===== src/rtl/jump_decoder_ras.sv =====
// Per-lane jump decoder with redirect-based lane kill and a return-address stack.
// Decoded lane bundles are held in one output register stage with valid/ready flow control.
module jump_decoder_ras #(
    parameter int LANES     = 2,
    parameter int RAS_DEPTH = 8,
    parameter int IP_WIDTH  = 48
) (
    input  logic                      clk,
    input  logic                      rst,
    input  logic                      in_vld,
    output logic                      in_rdy,
    input  logic [80*LANES-1:0]       instr,
    input  logic [4*LANES-1:0]        magic,
    input  logic [LANES-1:0]          lane_en,
    input  logic [IP_WIDTH*LANES-1:0] lane_nip,
    input  logic                      flush,
    output logic                      out_vld,
    input  logic                      out_rdy,
    output logic [5*LANES-1:0]        jumpType,
    output logic [64*LANES-1:0]       constant,
    output logic [LANES-1:0]          isJump,
    output logic [LANES-1:0]          lane_kill,
    output logic [IP_WIDTH-1:0]       ras_tgt,
    output logic                      ras_tgt_vld
);

    localparam int PW = $clog2(RAS_DEPTH);
    localparam int CW = PW + 1;

    logic [IP_WIDTH-1:0] stack [RAS_DEPTH];
    logic [PW-1:0]       ptr;
    logic [PW-1:0]       top;
    logic [CW-1:0]       count;

    logic [5*LANES-1:0]  jt_d;
    logic [64*LANES-1:0] const_d;
    logic [LANES-1:0]    jump_d;
    logic [LANES-1:0]    kill_d;
    logic                do_call;
    logic                do_ret;
    logic [IP_WIDTH-1:0] call_nip;
    logic                unused_hi;

    logic accept;
    logic push;
    logic pop;

    assign in_rdy = ~out_vld | out_rdy;
    assign accept = in_vld & in_rdy & ~flush;
    assign top    = ptr - 1'b1;
    assign push   = accept & do_call;
    assign pop    = accept & do_ret & (count != '0);

    always_comb begin
        logic [79:0] w;
        logic [7:0]  op;
        logic [3:0]  mg;
        logic        ok;
        logic        b6;
        logic        is_cond;
        logic        is_uncond;
        logic        is_indir;
        logic        is_call;
        logic        is_ret;
        logic        seen;
        // NOTE: blocking assignments here are intentional -- 'seen' must carry lane-to-lane within one evaluation.
        jt_d      = {LANES{5'h10}};
        const_d   = '0;
        jump_d    = '0;
        kill_d    = '0;
        do_call   = 1'b0;
        do_ret    = 1'b0;
        call_nip  = '0;
        unused_hi = 1'b0;
        seen      = 1'b0;
        for (int l = 0; l < LANES; l++) begin
            w  = instr[80*l +: 80];
            op = w[7:0];
            mg = magic[4*l +: 4];
            unused_hi = unused_hi ^ (^w[79:32]);
            // Reserved encodings (magic[1:0]=11 with magic[3:2] set) are plain non-jumps.
            ok        = mg[0] & lane_en[l] & ~((mg[3:2] != 2'b00) & (mg[1:0] == 2'b11));
            b6        = ok & (op == 8'd182);
            is_cond   = ok & (op[7:4] == 4'b1010);
            is_uncond = ok & (op == 8'd181);
            is_indir  = b6 & (w[15:13] == 3'd0);
            is_call   = b6 & ((w[15:13] == 3'd1) | (w[15:13] == 3'd2));
            is_ret    = b6 & (w[15:13] == 3'd3);

            if (is_cond) begin
                jt_d[5*l +: 5] = {1'b0, w[18], op[3:1]};
                if (mg[1:0] == 2'b01)
                    const_d[64*l +: 64] = {{50{w[31]}}, w[31:19], 1'b0};
            end else if (is_uncond) begin
                if (mg[1:0] == 2'b01)
                    const_d[64*l +: 64] = {{39{w[31]}}, w[31:8], 1'b0};
            end else if (is_call) begin
                if (mg[1:0] == 2'b01)
                    const_d[64*l +: 64] = {{47{w[31]}}, w[31:16], 1'b0};
            end else if (is_indir | is_ret) begin
                jt_d[5*l +: 5] = 5'h11;
            end

            jump_d[l] = is_cond | is_uncond | is_indir | is_call | is_ret;
            kill_d[l] = seen & lane_en[l];
            // Only the redirect lane can reach the RAS; everything after it is dead.
            if (!seen && (is_uncond | is_indir | is_call | is_ret)) begin
                seen     = 1'b1;
                do_call  = is_call;
                do_ret   = is_ret;
                call_nip = lane_nip[IP_WIDTH*l +: IP_WIDTH];
            end
        end
    end

    always_ff @(posedge clk or posedge rst) begin
        if (rst) begin
            out_vld     <= 1'b0;
            ptr         <= '0;
            count       <= '0;
            jumpType    <= '0;
            constant    <= '0;
            isJump      <= '0;
            lane_kill   <= '0;
            ras_tgt     <= '0;
            ras_tgt_vld <= 1'b0;
        end else if (flush) begin
            out_vld <= 1'b0;
            ptr     <= '0;
            count   <= '0;
        end else begin
            if (in_rdy)
                out_vld <= in_vld;
            if (accept) begin
                jumpType    <= jt_d;
                constant    <= const_d;
                isJump      <= jump_d;
                lane_kill   <= kill_d;
                ras_tgt     <= pop ? stack[top] : '0;
                ras_tgt_vld <= pop;
            end
            if (push) begin
                ptr   <= ptr + 1'b1;
                count <= (count == CW'(RAS_DEPTH)) ? count : count + 1'b1;
            end else if (pop) begin
                ptr   <= top;
                count <= count - 1'b1;
            end
        end
    end

    // NOTE: the stack array is deliberately left out of reset; count/ptr alone define which entries are live.
    always_ff @(posedge clk) begin
        if (push && !rst)
            stack[ptr] <= call_nip;
    end

endmodule


===== config.mk =====
export PLATFORM = sky130hd
export DESIGN_NAME = jump_decoder_ras
export DESIGN_NICKNAME = d
export VERILOG_FILES = /design/src/rtl/jump_decoder_ras.sv
export SDC_FILE = /design/constraint.sdc
export NUM_CORES = 1
export LEC_CHECK = 0
export CAP_MARGIN = 20
export CORE_MARGIN = 5
export CORE_UTILIZATION = 30
export CTS_CLUSTER_SIZE = 14
export DETAILED_ROUTE_END_ITERATION = 10
export PLACE_DENSITY = 0.53
export SLEW_MARGIN = 20
export SYNTH_ARGS = -nofsm -noshare
export SYNTH_HDL_FRONTEND = slang
export SYNTH_SLANG_ARGS = --single-unit

===== constraint.sdc =====
create_clock -name clk -period 5.76 [get_ports clk]
set_clock_uncertainty 0.2 [all_clocks]
set_input_delay 1.152 -clock clk [delete_from_list [all_inputs] [get_ports clk]]
set_output_delay 1.152 -clock clk [all_outputs]
set_load 0.01 [all_outputs]

Word-level counts from Yosys, hierarchy flattened
Memories as Yosys holds them, arrays and structs flattened. Index checks and enable logic that the tools add are counted.

Bits in registers: 198. RAM bits: 384. Word-level logic and storage cells: 131. Memories kept: 1.

Add/sub/neg operators: 4. Equal/unequal tests: 18. Mux-type cells: 39. Bitwise gates (word level): 47. Reductions and logical operators: 13.

Memories: stack (depth 8, bits a word 48, read ports 1, clocked after Yosys merged registers in 0, write ports 1, RTL line 30) `logic [IP_WIDTH-1:0] stack [RAS_DEPTH];`.

Operators by type and width (count): two-way mux 64 bit (12); two-way mux 48 bit (3); equality test 8 bit (second input constant) (4); AND 1 bit (24); bitwise OR 1 bit (19); two-way mux 4 bit (4); two-way mux 1 bit (15); equality test 3 x 2 -> 1 bit (second input constant) (4); equality test 4 bit (second input constant) (3); two-way mux 5 bit (2); two-way mux 3 bit (3); equality test 3 x 1 -> 1 bit (second input constant) (2); logical NOT 3 bit (2); nonzero test 2 bit (3); adder 4 x 1 -> 4 bit (second input constant) (1); equality test 2 x 1 -> 1 bit (second input constant) (2); equality test 2 bit (second input constant) (2); inverter 1 bit (4); AND reduction 2 bit (2); nonzero test 4 bit (1); subtractor 4 x 1 -> 4 bit (second input constant) (1); adder 3 x 1 -> 3 bit (second input constant) (1); != test 3 bit (second input constant) (1); nonzero test 3 bit (1); other kinds (3) (5).

Logic depth before layout (Yosys ltp)
Depth after elaboration: 18. Gate-level depth with buffers: 12. Gate-level depth less buffers: 11.

Worst setup path after synthesis
No wires, ideal clock.

Path kind: input port to flip-flop. Start: in rst. End: mem stack[4][0] (enable). Library setup time: 513 ps. Data arrival time: 7491 ps. Path slack: -2444 ps. Cell stages on the path: 3. Path buffers: 0. Cell sequence: inv_1 > nand3_1 > nor3_1.

Cells in the longest elaborated chain, start to end: 4.

RTL lines: start, declared (RTL line 9) `input logic rst,`; logical NOT 1 bit (RTL line 154) `if (push && !rst)`; logical AND 1 bit (RTL line 154); two-way mux 1 bit (RTL line 154); two-way mux 1 bit (implied by the code) (RTL line 155) `stack[ptr] <= call_nip;`; end, declared (RTL line 30).

Every way passes these cells.

Worst setup path in the final report
Start: in lane_en[1]. End: mem stack[4][8] (enable).

Cells in the longest elaborated chain, start to end: 13. Elaborated cells between the ends (all ways): 16. Classes of those cells: mux: 3; bitwise: 11; reduce/logical: 2.

RTL lines: start, declared (RTL line 14) `input logic [LANES-1:0] lane_en,`; AND 1 bit * (2 in a row) (RTL line 82) `ok = mg[0] & lane_en[l] & ~((mg[3:2] != 2'b00) & (mg[1:0] == 2'b11));`; AND 1 bit (RTL line 83) `b6 = ok & (op == 8'd182);`; AND 1 bit (RTL line 86) `is_indir = b6 & (w[15:13] == 3'd0);`; bitwise OR 1 bit (3 in a row) (RTL line 107) `if (!seen && (is_uncond | is_indir | is_call | is_ret)) begin`; logical AND 1 bit (RTL line 107); two-way mux 1 bit * (RTL line 107); AND 1 bit * (RTL line 51) `assign push = accept & do_call;`; logical AND 1 bit * (RTL line 154); two-way mux 1 bit * (RTL line 154); two-way mux 1 bit (implied by the code) * (RTL line 155).

Mark *: on every way between the ends. The rest lies on a longest branch, timed or not.

==> results by group <==
Route
  • Vias per cell: 4.83
  • Detailed-route wire length: 56700 um
  • Detailed-route DRC error count: 0
  • Total number of vias: 12400
  • Number of iterations in the first detailed-routing pass: 5
  • DRT antenna net count: 0
  • Detailed router's first-iteration violation count: 720
  • Drt wl/cell: 22.1 um

Clock network
  • H-Tree Depth: 2
  • Resize count post-CTS: 0
  • Sinks on Clock Net: 502
  • Clock tree from TritonCTS: done
  • Number of hold buffers added after CTS: 0
  • Root buf cell: sky130_fd_sc_hd__clkbuf_16
  • Clock input transition at the sequential cells of the worst setup and hold paths: 0.06 ns
  • Number of buffers created by CTS: 53
  • Buffer depth of the longest clock path: 3
  • Clock latency reported for the late side of the worst-skew pair: 0.60 ns
  • Total setup buffers inserted after CTS: 0

STA
  • Total count of max-transition violations in the final report: 0
  • Setup-failing EPs final: 0
  • Minimum clock period after layout: 4.34 ns
  • Final Hold Vio Count: 0
  • Post-route fraction of the period consumed by the critical path: 75.4%
  • Transition time at the pin with the least slew margin: 1.08 ns
  • Post-Route Setup TNS: 0 ns
  • Unrepaired setup endpoints after global routing: no
  • Relative slew slack: 27.9%
  • Worst hold margin: 0.272 ns
  • Maximum clock frequency: 230 MHz

Worst setup path
  • Launching element type of the critical path: primary input
  • Number of buffers and inverters on the critical path: 3
  • Critical Path Slowest Stage Cell: sky130_fd_sc_hd__or4b_1
  • Largest fanout on the critical path: 28
  • Critical path capture point type: register
  • Critical path arrival: 4.36 ns
  • Stages on the worst setup path: 9
  • Worst setup path category: in -> reg
  • Category of cells accounting for the largest share of critical-path delay: simple AND/OR/NAND/NOR gates
  • Cells along the critical path: clkdlybuf4s50_1 -> nand2_1 -> or4b_1 -> a211oi_4 -> o21ai_4 -> inv_2 -> nand3_1 -> nor3_4 -> buf_4
  • Worst R2R Path Depth: 6
  • Critical Path RT: 5.78 ns
  • Delay of the slowest cell on the worst path: 0.76 ns

Global routing
  • Global routing usage on met1: 18.4%
  • M3 GR Usage: 3.13%
  • Overall track demand over capacity in global routing: 14.4%
  • Initial antenna violation count: 2
  • GRT Residual Overflow: 0
  • Met2 capacity usage during global routing: 24.8%
  • Maximum number of pins on one net before global-route repair: 103
  • First-pass GRT wire length: 84500 um
  • Via count of the first global-routing pass: 12900
  • Most heavily used metal layer in global routing: met2

Die
  • DIE AREA: 76200 um2
  • Io pins: 464
  • Initial standard-cell utilization of the core: 30.3%
  • Die Width: 276 um
  • Row cnt: 97
  • Floorplan core area: 70100 um2
  • Vertical die dimension: 276 um

Finish
  • Seq. cell area: 14500 um2
  • Layout filler cell count: 6515
  • Multi-input gate area: 5900 um2
  • # nets final: 1861
  • Final standard cell utilization of the core: 39.3%
  • Share of post-route cells with drive strength above 1: 17.9%
  • Area added between synthesis and finish: 29.7%

Synth
  • Synth top area cells: sky130_fd_sc_hd__edfxtp_1 (54%), sky130_fd_sc_hd__dfrtp_1 (14%), sky130_fd_sc_hd__mux4_2 (10%)
  • Most common cell in the netlist: sky130_fd_sc_hd__edfxtp_1
  • Yosys synthesis warning count: 0
  • Top FF cell, synth: sky130_fd_sc_hd__edfxtp_1
  • Number of distinct library cells after synthesis: 70
  • Portion of the post-synthesis area used by sequential elements: 68.2%
  • Post-synthesis instance total: 1287
  • Share of synthesized flip-flops with an asynchronous set or reset: 23.5%
  • List of most frequent post-synthesis cells: sky130_fd_sc_hd__edfxtp_1 (384), sky130_fd_sc_hd__dfrtp_1 (118), sky130_fd_sc_hd__nand2_1 (118)
  • Cell area after technology mapping: 21200 um2
  • Post-synthesis sequential element count: 502
  • Area leader, netlist: sky130_fd_sc_hd__edfxtp_1
  • Portion of synthesized cell area occupied by the leading cell type: 54.3%
  • Number of synthesized flops with an enable pin: 384
  • Mean instance size in the synthesized netlist: 16.5 um2

Status
  • Run status: finished clean

Pwr
  • Worst IR drop on VDD: 211 uV
  • Pwr/cell area: 287 nW/um2
  • Leakage power figure: 0.00978 uW
  • Total power consumption of the routed design: 7900 uW

Placement
  • Number of buffers inserted by port buffering: 364
  • Post-detail-place hpwl: 35100 um
  • Placer Congestion: 0.810

Min path
  • Classification of the worst-slack hold path: reg -> reg
  • Instance count along the most critical hold path: 2

Run
  • Maximum Capacitance Violations: 0
[stage by stage]
step	cells	area [um2]	setup slack [ns]
5_1_grt	2571	27500	1.28
3_3_place_gp	2470	25600	0.828
6_report	2571	27500	1.42
4_1_cts	2570	27500	1.42
2_1_floorplan	1289	21200	0.235
3_5_place_dp	2470	25600	0.806
[final timing paths]
path,from,endpoint,slack [ns]
setup / recovery,lane_en[1],stack[4][8]$_DFFE_PP_,1.42
hold / removal,jumpType[1]$_DFFE_PP0P_,jumpType[1]$_DFFE_PP0P_,0.27
setup reg to reg,count[1]$_DFFE_PP0P_,ras_tgt[9]$_DFFE_PP0P_,2.66
hold reg to reg,jumpType[1]$_DFFE_PP0P_,jumpType[1]$_DFFE_PP0P_,0.27
max in group asynchronous,rst,ptr[0]$_DFFE_PP0P_,3.02
min in group asynchronous,rst,ptr[2]$_DFFE_PP0P_,0.99
[power breakdown]
part | internal, uW | switching, uW | leakage [uW]
clock | 2340 | 1420 | 0.000952
combinational | 141 | 116 | 0.00365
sequential | 3870 | 6.28 | 0.00518
total | 6350 | 1550 | 0.00978
[registers in the layout, indices dropped and copies added, names as in the netlist]
register	flops
constant	48
count	4
isJump	2
jumpType	10
lane_kill	1
out_vld	1
ptr	3
ras_tgt	48
ras_tgt_vld	1
stack	384
[layer usage]
layer	wire (um)	vias to the layer above	share of wire, %
li1	-	5576	-
met1	23900	6354	42
met2	28300	410	50
met3	3090	83	5.4
met4	1490	0	2.6
met5	0	-	0
[cell type report]
class,count,area share [%]
antenna,1,0.00909
clock buffer,70,5.34
clock inverter,30,1.78
inverter,10,0.150
multi-input combinational,626,21.4
sequential,502,52.6
tap,940,4.27
timing repair buffer,392,14.4
[logic make-up after synthesis]
| logic type | share of synthesized area, % |
|---|---|
| adders and majority gates | 0.330 |
| AOI/OAI and AO/OA | 9.31 |
| and+or+nand+nor | 4.80 |
| DFF | 68.2 |
| xor gates and xnor gates | 0.206 |
| other | 0.0177 |
| muxes | 12.5 |
| buffers and inverters | 4.61 |
[placed cells by master, fill, tap and decap left out, types with 5 or more instances in the layout]
master / count
sky130_fd_sc_hd__a22o_1: 70
sky130_fd_sc_hd__buf_12: 9
sky130_fd_sc_hd__dfrtp_1: 116
sky130_fd_sc_hd__mux4_2: 96
sky130_fd_sc_hd__clkbuf_1: 10
sky130_fd_sc_hd__bufinv_16: 12
sky130_fd_sc_hd__inv_1: 8
sky130_fd_sc_hd__o21ai_2: 48
sky130_fd_sc_hd__nand3_1: 11
sky130_fd_sc_hd__a221oi_1: 5
sky130_fd_sc_hd__a21oi_1: 49
sky130_fd_sc_hd__clkbuf_16: 54
sky130_fd_sc_hd__nor3_1: 5
sky130_fd_sc_hd__mux2i_1: 49
sky130_fd_sc_hd__buf_4: 18
sky130_fd_sc_hd__a211o_1: 8
sky130_fd_sc_hd__nor4_1: 5
sky130_fd_sc_hd__nor2_4: 7
sky130_fd_sc_hd__a22oi_1: 9
sky130_fd_sc_hd__o21ai_0: 40
sky130_fd_sc_hd__clkdlybuf4s50_1: 364
sky130_fd_sc_hd__clkbuf_8: 6
sky130_fd_sc_hd__nand2_1: 117
sky130_fd_sc_hd__clkinv_2: 7
sky130_fd_sc_hd__edfxtp_1: 384
sky130_fd_sc_hd__nor2_1: 22
[tightest hold or removal path, cell delays in order (launching register included)]
cell and delay (ns):
sky130_fd_sc_hd__dfrtp_1 0.34, sky130_fd_sc_hd__nand2_1 0.05, sky130_fd_sc_hd__nand2_1 0.05
Power figures use the tool's default switching activity.
